`src/rtl/rs_syndrome_seq_if.sv`:
```
// Handshake bundle for rs_syndrome_seq: symbol input stream and syndrome output stream.
// master = upstream/downstream environment view, slave = syndrome calculator view.
interface rs_syndrome_seq_if #(
    parameter int SYMBOL_WIDTH = 3,
    parameter int NSYN         = 2
);
    logic                         in_valid;
    logic                         in_ready;
    logic                         in_sof;
    logic [SYMBOL_WIDTH-1:0]      in_symbol;
    logic                         syn_valid;
    logic                         syn_ready;
    logic [NSYN*SYMBOL_WIDTH-1:0] syn;
    logic                         syn_nonzero;
    logic [15:0]                  err_count;

    modport master (
        output in_valid, in_sof, in_symbol, syn_ready,
        input  in_ready, syn_valid, syn, syn_nonzero, err_count
    );

    modport slave (
        input  in_valid, in_sof, in_symbol, syn_ready,
        output in_ready, syn_valid, syn, syn_nonzero, err_count
    );
endinterface

```
`src/rtl/rs_syndrome_seq.sv`:
```
// Streaming Reed-Solomon syndrome calculator: S_j = r(alpha^j), j=1..NSYN, by Horner's rule.
// Define RS_SYN_ERR_CNT_EN to add a saturating count of codewords with nonzero syndrome.
module rs_syndrome_seq #(
    parameter int                    SYMBOL_WIDTH = 3,
    parameter int                    N            = 7,
    parameter int                    K            = 5,
    parameter int                    NSYN         = N - K,
    parameter logic [SYMBOL_WIDTH:0] PRIM_POLY    = 4'b1011
) (
    input logic              clk,
    input logic              rst_n,
    rs_syndrome_seq_if.slave bus
);
    localparam int          CW    = $clog2(N + 1);
    localparam int unsigned ORDER = (1 << SYMBOL_WIDTH) - 1;

    typedef logic [SYMBOL_WIDTH-1:0] sym_t;
    typedef enum logic {ACCUM, HOLD} state_t;

    // Shift-and-add multiply, reducing by PRIM_POLY whenever x^m appears.
    function automatic sym_t gf_mul(input sym_t a, input sym_t b);
        sym_t p;
        sym_t x;
        p = '0;
        x = a;
        for (int unsigned i = 0; i < SYMBOL_WIDTH; i++) begin
            if (b[i]) p = p ^ x;
            x = x[SYMBOL_WIDTH-1] ? ((x << 1) ^ PRIM_POLY[SYMBOL_WIDTH-1:0]) : (x << 1);
        end
        return p;
    endfunction

    function automatic sym_t gf_alpha_pow(input int unsigned e);
        sym_t r;
        r = sym_t'(1);
        for (int unsigned i = 0; i < e % ORDER; i++) r = gf_mul(r, sym_t'(2));
        return r;
    endfunction

    state_t                       state_q, state_d;
    logic [CW-1:0]                count_q, count_d;
    logic [NSYN*SYMBOL_WIDTH-1:0] syn_q, syn_next;
    logic                         accept;
    logic                         start;

    for (genvar j = 0; j < NSYN; j++) begin : g_syn
        localparam sym_t ALPHA_J = gf_alpha_pow(j + 1);
        assign syn_next[j*SYMBOL_WIDTH +: SYMBOL_WIDTH] =
            gf_mul(syn_q[j*SYMBOL_WIDTH +: SYMBOL_WIDTH], ALPHA_J) ^ bus.in_symbol;
    end

    always_comb begin
        state_d       = state_q;
        count_d       = count_q;
        bus.in_ready  = (state_q == ACCUM);
        bus.syn_valid = (state_q == HOLD);
        accept        = bus.in_valid && (state_q == ACCUM);
        // A mid-frame in_sof discards the partial frame and restarts at count 1.
        start         = (count_q == '0) || bus.in_sof;
        case (state_q)
            ACCUM: begin
                if (accept) begin
                    count_d = start ? CW'(1) : count_q + CW'(1);
                    if (count_d == CW'(N)) begin
                        state_d = HOLD;
                        count_d = '0;
                    end
                end
            end
            HOLD: begin
                if (bus.syn_ready) state_d = ACCUM;
            end
            default: state_d = ACCUM;
        endcase
    end

    always_ff @(posedge clk or negedge rst_n) begin
        if (!rst_n) begin
            state_q <= ACCUM;
            count_q <= '0;
            syn_q   <= '0;
        end else begin
            state_q <= state_d;
            count_q <= count_d;
            if (accept) syn_q <= start ? {NSYN{bus.in_symbol}} : syn_next;
        end
    end

    assign bus.syn         = syn_q;
    assign bus.syn_nonzero = |syn_q;

`ifdef RS_SYN_ERR_CNT_EN
    logic [15:0] err_count_q;

    always_ff @(posedge clk or negedge rst_n) begin
        if (!rst_n) begin
            err_count_q <= '0;
        end else if (bus.syn_valid && bus.syn_ready && bus.syn_nonzero && (err_count_q != '1)) begin
            err_count_q <= err_count_q + 16'd1;
        end
    end

    assign bus.err_count = err_count_q;
`else
    assign bus.err_count = '0;
`endif
endmodule

```
`src/flat_wrapper.sv`:
```
// flat-port wrapper written by rule: the top's interface ports become plain ports
module rs_syndrome_seq_flat 
#(
    parameter int                    SYMBOL_WIDTH = 3,
    parameter int                    N            = 7,
    parameter int                    K            = 5,
    parameter int                    NSYN         = N - K,
    parameter logic [SYMBOL_WIDTH:0] PRIM_POLY    = 4'b1011
)
  (clk, rst_n, bus_in_valid, bus_in_sof, bus_in_symbol, bus_syn_ready, bus_in_ready, bus_syn_valid, bus_syn, bus_syn_nonzero, bus_err_count);
  rs_syndrome_seq_if #(.SYMBOL_WIDTH(SYMBOL_WIDTH), .NSYN(NSYN)) bus_i ();
  input logic clk;
  input logic rst_n;
  input wire logic [$bits(bus_i.in_valid)-1:0] bus_in_valid;
  input wire logic [$bits(bus_i.in_sof)-1:0] bus_in_sof;
  input wire logic [$bits(bus_i.in_symbol)-1:0] bus_in_symbol;
  input wire logic [$bits(bus_i.syn_ready)-1:0] bus_syn_ready;
  output wire logic [$bits(bus_i.in_ready)-1:0] bus_in_ready;
  output wire logic [$bits(bus_i.syn_valid)-1:0] bus_syn_valid;
  output wire logic [$bits(bus_i.syn)-1:0] bus_syn;
  output wire logic [$bits(bus_i.syn_nonzero)-1:0] bus_syn_nonzero;
  output wire logic [$bits(bus_i.err_count)-1:0] bus_err_count;
  assign bus_i.in_valid = bus_in_valid;
  assign bus_i.in_sof = bus_in_sof;
  assign bus_i.in_symbol = bus_in_symbol;
  assign bus_i.syn_ready = bus_syn_ready;
  assign bus_in_ready = bus_i.in_ready;
  assign bus_syn_valid = bus_i.syn_valid;
  assign bus_syn = bus_i.syn;
  assign bus_syn_nonzero = bus_i.syn_nonzero;
  assign bus_err_count = bus_i.err_count;
  rs_syndrome_seq #(.SYMBOL_WIDTH(SYMBOL_WIDTH), .N(N), .K(K), .NSYN(NSYN), .PRIM_POLY(PRIM_POLY)) u_core (.clk(clk), .rst_n(rst_n), .bus(bus_i));
endmodule
```
`config.mk`:
```
export PLATFORM = sky130hd
export DESIGN_NAME = rs_syndrome_seq_flat
export DESIGN_NICKNAME = d
export VERILOG_FILES = /design/src/rtl/rs_syndrome_seq_if.sv /design/src/rtl/rs_syndrome_seq.sv /design/src/flat_wrapper.sv
export SDC_FILE = /design/constraint.sdc
export NUM_CORES = 1
export LEC_CHECK = 0
export BUFFER_PORTS_ARGS = -buffer_cell sky130_fd_sc_hd__buf_2
export CAP_MARGIN = 10
export CORE_MARGIN = 2
export CORE_UTILIZATION = 35
export CTS_CLUSTER_SIZE = 30
export DETAILED_ROUTE_END_ITERATION = 8
export PLACE_DENSITY = 0.62
export SYNTH_ARGS = -nofsm -noshare
export SYNTH_HDL_FRONTEND = slang
export SYNTH_SLANG_ARGS = --single-unit
```
`constraint.sdc`:
```
create_clock -name clk -period 3.7 [get_ports clk]
set_input_delay 0.555 -clock clk [delete_from_list [all_inputs] [get_ports clk]]
set_output_delay 0.555 -clock clk [all_outputs]
set_load 0.01 [all_outputs]
```
# After elaboration in Yosys (flattened, before gate mapping)
# Cells that the tools add are included.
# op_classes
n_reduce_logical	5
eq_ne	1
muxes	10
add_sub_neg	1
bitwise	6
# ops
op	n
2-bit two-way mux	3
3-bit two-way mux	2
6-bit two-way mux	1
2-bit inverter	3
6-bit OR reduction	1
3-bit XOR	2
3-bit by 1-bit adder with 3-bit output (second input constant)	1
3-bit equality test (second input constant)	1
3-bit logical NOT	1
1-bit two-way mux	3
1-bit case mux with 2 select lines	1
2-bit AND reduction	1
1-bit logical AND	1
1-bit logical OR	1
1-bit inverter	1
# word_totals
register_bits	10
elab_cells	26
in_bits	8
output_inout_bits	25

# Longest topological paths before layout
# Gate-level depths: netlist (run 1).
# depth
depth_word	7
mapped_depth	7
ltp_nobuf	6

# Least setup slack after synthesis (run 1)
# Ideal clock, no wire load.
# synth_path
path_type	register to register
from	register u_core.count_q[0]
to	register u_core.syn_q[5] (netlist: u_core.bus.syn[5])
setup_time_ps	126
path_stages_with_launch	8
slack_ps	2245
arrival_time_ps	1329
synth_period_minus_slack_ps	1455
path_buffers	1
cell_sequence	dfrtp_1 inv_1 ha_1 nor2b_2 buf_6 nor4b_2 o211ai_1 o311a_1
# synth_via
elab_chain_cells	3
# synth_rtl
item	line_no	source
start: declaration	rs_syndrome_seq.sv:41	logic [CW-1:0] count_q, count_d;
start signal: assignment	rs_syndrome_seq.sv:84	count_q <= count_d;
3-bit logical NOT	rs_syndrome_seq.sv:59	start = (count_q == '0) || bus.in_sof;
1-bit logical OR	rs_syndrome_seq.sv:59	
6-bit two-way mux	rs_syndrome_seq.sv:85	if (accept) syn_q <= start ? {NSYN{bus.in_symbol}} : syn_next;
end signal: assignment	rs_syndrome_seq.sv:85	
end: declaration	rs_syndrome_seq.sv:42	logic [NSYN*SYMBOL_WIDTH-1:0] syn_q, syn_next;
# Every way passes these cells.
# A chain may end at the register's enable or synchronous reset.

# Final worst setup path (run 1)
# layout_path
from	register u_core.syn_q[2] (netlist: u_core.bus.syn[2])
to	output port bus_syn_nonzero
# layout_via
elab_chain_cells	1
# layout_rtl
item	line_no	source
6-bit OR reduction	rs_syndrome_seq.sv:90	assign bus.syn_nonzero = |syn_q;
end: declaration	flat_wrapper.sv:21	output wire logic [$bits(bus_i.syn_nonzero)-1:0] bus_syn_nonzero;
# Every way passes these cells.

==> impl_metrics.sql, run 1 <==
INSERT INTO impl_metrics (metric_group, metric, value, unit) VALUES
('grt', 'grt_first_pass_wirelength', '2.546', 'mm'),
('cts', 'cts.clk_slew.worst_paths', '60', 'ps'),
('routing', 'route.detailed.vias_per_inst', '4.408', ''),
('place', 'dpl.hpwl', '1.158', 'mm'),
('cts', 'post_cts_resize_count', '0', ''),
('routing', 'detailedRoute.firstIterationViolations', '7', ''),
('sta', 'setup_viol', '0', ''),
('power_and_ir_drop', 'cellLeakagePower', '0.3879', 'nW'),
('power_and_ir_drop', 'pwr-share-seq', '0.367', ''),
('cts', 'htree_levels', '1', ''),
('synth', 'synth_area', '784.5', 'um2'),
('synth', 'syn_inst', '88', ''),
('sta', 'min_period_over_period', '0.4682', ''),
('floorplan', 'start_util', '0.3616', ''),
('finish', 'num-nets-final', '115', ''),
('power_and_ir_drop', 'netSwitchingFraction', '0.4256', ''),
('worst_setup_path', 'critical_path.reg2reg.endpoint', 'u_core.bus.syn[5]$_DFFE_PN0P_', ''),
('floorplan', 'fp.dieArea', '2636', 'um2'),
('worst_hold_path', 'min_path_type', 'input port to asynchronous set/reset pin', ''),
('cts', 'cts_hold_repair.buffers', '0', ''),
('worst_setup_path', 'critical_path_peak_fanout', '5', ''),
('finish', 'nFillCells', '238', ''),
('cts', 'cts_made_buffers', '3', ''),
('power_and_ir_drop', 'cellPowerDensity', '619.0', 'nW/um2'),
('floorplan', 'std_cell_rows', '17', ''),
('finish', 'share_of_cells_above_drive_strength_1', '0.2647', ''),
('finish', 'syn_to_final_growth', '6.220', '%'),
('grt', 'gr-usage-met1', '0.1621', ''),
('finish', 'register_area', '250.2', 'um2'),
('finish', 'multiInputGateArea', '422.9', 'um2'),
('power_and_ir_drop', 'power_report.internal_total', '0.2963', 'mW'),
('power_and_ir_drop', 'power.switching', '0.2195', 'mW'),
('grt', 'number_of_global_route_vias_before_repair', '564', ''),
('grt', 'grt.met3_usage', '0.02339', ''),
('sta', 'finalSetupTns', '0', 'ps'),
('worst_setup_path', 'worst_ep_arrival_time', '1180', 'ps'),
('worst_setup_path', 'critical_path.endpoint_type', 'primary output', ''),
('floorplan', 'core', '2170', 'um2'),
('synth', 'yosysSeqAreaShare', '0.3190', ''),
('cts', 'cts_setup_buffers', '0', ''),
('grt', 'met2_usage', '0.2100', ''),
('sta', 'grt_setup_unrepaired', 'no', ''),
('sta', 'fin_crit', '1732', 'ps'),
('cts', 'max-clock-path-buffers', '2', ''),
('job', 'cap_violations', '0', ''),
('floorplan', 'pin_count', '33', ''),
('power_and_ir_drop', 'clock_power_share', '0.141', ''),
('sta', 'timing_worst_slew_pin_value', '497.7', 'ps'),
('grt', 'grt-ovfl-total', '0', ''),
('routing', 'remaining_drc_errors', '0', ''),
('sta', 'finalClockSkew', '0.4479', 'ps'),
('sta', 'fmax', '577.2', 'MHz'),
('worst_setup_path', 'worst-endpoint-required', '3140', 'ps'),
('cts', 'clock_root_buffer', 'sky130_fd_sc_hd__clkbuf_4', ''),
('sta', 'whs', '151.1', 'ps'),
('power_and_ir_drop', 'pwr-share-comb', '0.492', ''),
('sta', 'timing.final.hold_violations', '0', ''),
('sta', 'timing.max_slew.rel_slack', '0.6675', ''),
('finish', 'insertedDiodeCount', '0', ''),
('cts', 'tritoncts', 'yes', ''),
('worst_setup_path', 'critical_path.reg2reg.startpoint', 'u_core.count_q[0]$_DFFE_PN0P_', ''),
('cts', 'clk-insertion-delay-late', '260', 'ps'),
('worst_setup_path', 'timing.reg2reg.setup_slack', '2000', 'ps'),
('synth', 'ys_types', '30', ''),
('worst_setup_path', 'cp-start-kind', 'flop', ''),
('grt', 'antenna_violations_before_repair', '0', ''),
('routing', 'wire_per_inst', '11.10', 'um'),
('synth', 'syn-mean-instance-area', '8.915', 'um2'),
('power_and_ir_drop', 'max-vdd-ir-drop', '260.8', 'uV'),
('synth', 'ys_seq_elements', '10', ''),
('outcome', 'outcome', 'complete, no violations', '');
==> how the worst max path moves through the flow <==
| stage | startpoint | end | slack [ps] |
|---|---|---|---|
| CTS | u_core.bus.syn[2]$_DFFE_PN0P_ | bus_syn_nonzero | 1950 |
| detailed placement | u_core.count_q[0]$_DFFE_PN0P_ | u_core.bus.syn[5]$_DFFE_PN0P_ | 2030 |
| global route | u_core.bus.syn[3]$_DFFE_PN0P_ | bus_syn_nonzero | 1880 |
| finish | u_core.bus.syn[2]$_DFFE_PN0P_ | bus_syn_nonzero | 1970 |
| global placement | u_core.count_q[0]$_DFFE_PN0P_ | u_core.bus.syn[5]$_DFFE_PN0P_ | 2090 |
| floorplan | u_core.count_q[0]$_DFFE_PN0P_ | u_core.bus.syn[5]$_DFFE_PN0P_ | 2250 |
==> per-stage QoR <==
stage               area [um2]  setup slack [ps]  cells  utilization  power [mW]
global route             833.3              1879    130       0.3841      0.5737
floorplan                840.8              2245    103            -      0.3964
detailed placement       810.8              2034    127       0.3737      0.4467
finish                   833.3              1968    130       0.3841      0.5158
CTS                      833.3              1950    130       0.3841      0.5234
global placement         810.8              2090    127       0.3737      0.4371
==> area by class of cell <==
cell class                 instances  share of cell area
clock buffer                       3             0.02703
inverter                           6             0.02703
multi-input combinational         67              0.5075
sequential                        10              0.3003
tap                               28             0.04204
timing repair buffer              16             0.09610
==> cell usage in the layout (no fill, tap or decap), drive strengths merged, types with 2 or more instances in the layout <==
master  instances
dfrtp          10
nor2            3
nor3            3
nand2           8
conb           16
o21ai           9
nor2b           3
buf            16
a21oi           2
inv             6
clkbuf          3
nor3b           3
ha              3
xnor2           7
==> registers in the layout (all words and copies together), names as in the netlist <==
register,count
u_core.bus.syn,6
u_core.count_q,3
u_core.bus.syn_valid,1
==> power by group through the flow <==
| stage | Combinational [mW] | Sequential (mW) | Clock (mW) |
|---|---|---|---|
| 2_1_floorplan | 0.201 | 0.195 | 0 |
| 6_report | 0.254 | 0.189 | 0.0726 |
| 5_1_grt | 0.295 | 0.197 | 0.0815 |
| 4_1_cts | 0.258 | 0.189 | 0.0763 |
| 3_3_place_gp | 0.248 | 0.189 | 0 |
| 3_5_place_dp | 0.256 | 0.191 | 0 |
==> critical path, cell delays in order (launching register included) <==
cell and delay (ps):
sky130_fd_sc_hd__dfrtp_1 430, sky130_fd_sc_hd__nor4_1 280, sky130_fd_sc_hd__nand2_1 70, sky130_fd_sc_hd__buf_2 140
==> logic make-up after synthesis <==
kind of cell,Yosys count,synth area share
mux,1,0.01276
simple gates,24,0.2042
fa+ha+maj,3,0.04785
other cells,1,0.004780
buf+inv,26,0.2137
xor+xnor,7,0.07815
flops,10,0.3190
compound gates,16,0.1196
==> metal layers <==
metal  vias up  routed length, um
met3         0                 80
met2        12                734
met4         0                  0
met5         -                  0
li1        290                  -
met1       271                628
==> synthesized netlist by cell type <==
cell / instances / area (um2)
sky130_fd_sc_hd__conb_1: 1 / 3.750
sky130_fd_sc_hd__nor2b_1: 2 / 12.51
sky130_fd_sc_hd__nor3b_2: 3 / 37.54
sky130_fd_sc_hd__a31oi_1: 1 / 6.260
sky130_fd_sc_hd__ha_1: 3 / 37.54
sky130_fd_sc_hd__clkbuf_1: 1 / 3.750
sky130_fd_sc_hd__nor2b_2: 1 / 8.760
sky130_fd_sc_hd__xnor2_1: 7 / 61.31
sky130_fd_sc_hd__nor3_2: 2 / 20.02
sky130_fd_sc_hd__o311a_1: 1 / 10.01
sky130_fd_sc_hd__o2111ai_1: 1 / 8.760
sky130_fd_sc_hd__nor2_1: 2 / 7.510
sky130_fd_sc_hd__dfrtp_1: 10 / 250.2
sky130_fd_sc_hd__nor2_2: 1 / 6.260
sky130_fd_sc_hd__o211ai_1: 1 / 7.510
sky130_fd_sc_hd__nand2_1: 8 / 30.03
sky130_fd_sc_hd__a21oi_1: 2 / 10.01
sky130_fd_sc_hd__buf_2: 2 / 10.01
sky130_fd_sc_hd__nand3_1: 1 / 5.000
sky130_fd_sc_hd__o21ai_1: 7 / 35.03
sky130_fd_sc_hd__o21ai_0: 2 / 10.01
sky130_fd_sc_hd__buf_4: 16 / 120.1
sky130_fd_sc_hd__nor4_1: 1 / 6.260
sky130_fd_sc_hd__buf_6: 1 / 11.26
sky130_fd_sc_hd__nand4_1: 1 / 6.260
sky130_fd_sc_hd__inv_1: 6 / 22.52
sky130_fd_sc_hd__nor4b_2: 1 / 15.01
sky130_fd_sc_hd__o22ai_1: 1 / 6.260
sky130_fd_sc_hd__mux2i_1: 1 / 10.01
sky130_fd_sc_hd__nor3_1: 1 / 5.000
(Power assumes the default switching activity.)
==> inputs of run 2 (changes only) <==
clock period = 1.7 ns   (was 3.7 ns; I/O delays follow)
==> run 2 against run 1 <==
Routed wire length rose by 1.4%. Setup slack got worse by 1800 ps. First-iteration DRC count rose by 86%. Register-to-register slack got worse by 1900 ps. Clock power rose to 3.0 times the previous value. Count of clock-buffer cells in the layout rose by 1. Worst hold slack got worse by 1.2 ps. Critical path depth rose by 2. Critical endpoint is now u_core.bus.syn[5]$_DFFE_PN0P_. Sequential power rose by 120%. Sequential cell count did not move. Design area rose by 3.5%.
==> impl_metrics.sql, run 2 (synthesized netlist as in run 1, its figures left out) <==
INSERT INTO impl_metrics (metric_group, metric, value, unit) VALUES
('cts', 'clock_root_buffer', 'sky130_fd_sc_hd__clkbuf_4', ''),
('cts', 'cts.clk_slew.worst_paths', '70', 'ps'),
('power_and_ir_drop', 'max-vdd-ir-drop', '681.4', 'uV'),
('finish', 'syn_to_final_growth', '9.888', '%'),
('routing', 'drtAntennaViolNets', '0', ''),
('worst_setup_path', 'worst-setup-path-type', 'flop to flop', ''),
('floorplan', 'pin_count', '33', ''),
('sta', 'finalSetupTns', '0', 'ps'),
('worst_setup_path', 'cp-start-kind', 'flop', ''),
('floorplan', 'core', '2170', 'um2'),
('grt', 'grt_first_pass_wirelength', '2.318', 'mm'),
('routing', 'detailedRoute.firstIterationViolations', '13', ''),
('sta', 'fmax', '637.5', 'MHz'),
('finish', 'insertedDiodeCount', '0', ''),
('finish', 'largest_register_ff_count', '6', ''),
('finish', 'final_design_area_no_fill', '862.1', 'um2'),
('floorplan', 'fp.dieArea', '2636', 'um2'),
('sta', 'setup_viol', '0', ''),
('finish', 'num-nets-final', '116', ''),
('routing', 'drt-total-wl', '1.463', 'mm'),
('sta', 'finalClockSkew', '2.725', 'ps'),
('power_and_ir_drop', 'cellPowerDensity', '1390', 'nW/um2'),
('sta', 'fin_crit', '1569', 'ps'),
('sta', 'min_period_over_period', '0.9228', ''),
('worst_hold_path', 'min_path_type', 'input port to flop', ''),
('place', 'post_place_instance_area', '810.8', 'um2'),
('grt', 'number_of_global_route_vias_before_repair', '563', ''),
('routing', 'route.detailed.vias_per_inst', '4.606', ''),
('routing', 'remaining_drc_errors', '0', ''),
('floorplan', 'chipHeight', '51.35', 'um'),
('cts', 'clk-insertion-delay-late', '260', 'ps'),
('sta', 'grt_setup_unrepaired', 'no', ''),
('finish', 'nFillCells', '243', ''),
('worst_setup_path', 'critical_path.endpoint_type', 'flop', ''),
('routing', 'wire_per_inst', '11.08', 'um'),
('grt', 'grt_start_max_net_pins', '13', ''),
('job', 'cap_violations', '0', ''),
('cts', 'cts.sinks', '10', ''),
('worst_setup_path', 'worst-endpoint-required', '1850', 'ps'),
('place', 'io_buffer_count', '16', ''),
('floorplan', 'start_util', '0.3616', ''),
('finish', 'share_of_cells_above_drive_strength_1', '0.2692', ''),
('floorplan', 'die_w', '51.35', 'um'),
('cts', 'max-clock-path-buffers', '2', ''),
('routing', 'route.vias.total', '608', ''),
('finish', 'layout_common_cells', '16 x sky130_fd_sc_hd__conb_1, 16 x sky130_fd_sc_hd__buf_2, 10 x sky130_fd_sc_hd__dfrtp_1, 8 x sky130_fd_sc_hd__nand2_1', ''),
('worst_setup_path', 'critical_path_peak_fanout', '8', ''),
('sta', 'timing.final.hold_violations', '0', ''),
('cts', 'cts_setup_buffers', '0', ''),
('finish', 'final_util', '0.3973', ''),
('outcome', 'outcome', 'complete, no violations', ''),
('cts', 'tritoncts', 'yes', ''),
('place', 'dpl.hpwl', '1.143', 'mm'),
('grt', 'grt-ovfl-total', '0', ''),
('cts', 'cts_made_buffers', '3', ''),
('floorplan', 'std_cell_rows', '17', ''),
('power_and_ir_drop', 'cellLeakagePower', '0.4013', 'nW'),
('grt', 'globalRouteTotalUtil', '0.1181', ''),
('worst_setup_path', 'worst_ep_arrival_time', '1720', 'ps'),
('sta', 'timing.final.max_slew_violations', '0', ''),
('cts', 'htree_levels', '1', ''),
('place', 'gp_congestion', '0.7322', ''),
('routing', 'dr.pass1.iters', '4', ''),
('grt', 'antenna_violations_before_repair', '0', '');
## run 2: cell types whose count changed in the layout (fill, tap and decap cells not counted)
cell	delta
sky130_fd_sc_hd__nor2b_2	-1
sky130_fd_sc_hd__nor2b_4	+1
sky130_fd_sc_hd__dlygate4sd3_1	+1
sky130_fd_sc_hd__clkbuf_8	+1
## run 2: per-layer routing
layer	wire length, um	part of all wire	vias to the layer above	track usage
met5	0	0	-	0
met4	24	0.016	0	0.07456
met3	84	0.057	4	0.03509
met2	703	0.48	21	0.1905
met1	651	0.44	287	0.1359
li1	-	-	296	-
## run 2: final cells by class
type	instances	area, um2	area share
Timing Repair Buffer	17	90.09	0.1045
Clock buffer	4	36.28	0.04209
Multi-Input combinational cell	67	427.9	0.4964
Inverter	6	22.52	0.02612
Tap cell	28	35.03	0.04064
Sequential cell	10	250.2	0.2903
## run 2: worst paths after layout
check                                               from  slack, ps  cells past startpoint                              to
max                        u_core.count_q[0]$_DFFE_PN0P_        130                      5   u_core.bus.syn[5]$_DFFE_PN0P_
min                                        bus_syn_ready        150                      2  u_core.bus.syn_valid$_DFF_PN0_
max reg2reg                u_core.count_q[0]$_DFFE_PN0P_        130                      5   u_core.bus.syn[5]$_DFFE_PN0P_
min reg2reg                u_core.bus.syn[4]$_DFFE_PN0P_        540                      2   u_core.bus.syn[4]$_DFFE_PN0P_
max in group asynchronous                          rst_n       1110                      2   u_core.bus.syn[1]$_DFFE_PN0P_
min in group asynchronous                          rst_n        390                      2   u_core.count_q[0]$_DFFE_PN0P_
## run 2: stage by stage
| stage | hold slack [ps] | worst slack, ps | power, mW | instances |
|---|---|---|---|---|
| after detailed placement | 136.9 | 19.21 | 0.9737 | 127 |
| after CTS | 147.7 | 7.417 | 1.195 | 132 |
| after floorplan | -40.59 | 245.4 | 0.8627 | 103 |
| final | 149.9 | 131.3 | 1.199 | 132 |
| after global routing | 156.5 | 34.91 | 1.298 | 132 |
| after global placement | 133.3 | 75.88 | 0.9510 | 127 |
## run 2: worst max-delay path: stages (launching register included)
cell	delay [ps]
sky130_fd_sc_hd__dfrtp_1	430
sky130_fd_sc_hd__inv_1	110
sky130_fd_sc_hd__ha_1	160
sky130_fd_sc_hd__nor2b_4	290
sky130_fd_sc_hd__nor2_2	120
sky130_fd_sc_hd__o311a_1	340
## run 2: timing repair
action | CTS | global route
gates resized for setup | 0 | 1
endpoints found under the hold margin | 10 | 0
endpoints found under the setup margin | 0 | 4
hold buffers | 1 | 0
## run 2: report_power, final
group	switching, mW	internal (mW)	leakage, nW
clock	0.0846	0.130	0.0210
sequential	0.0961	0.320	0.123
combinational	0.315	0.253	0.257
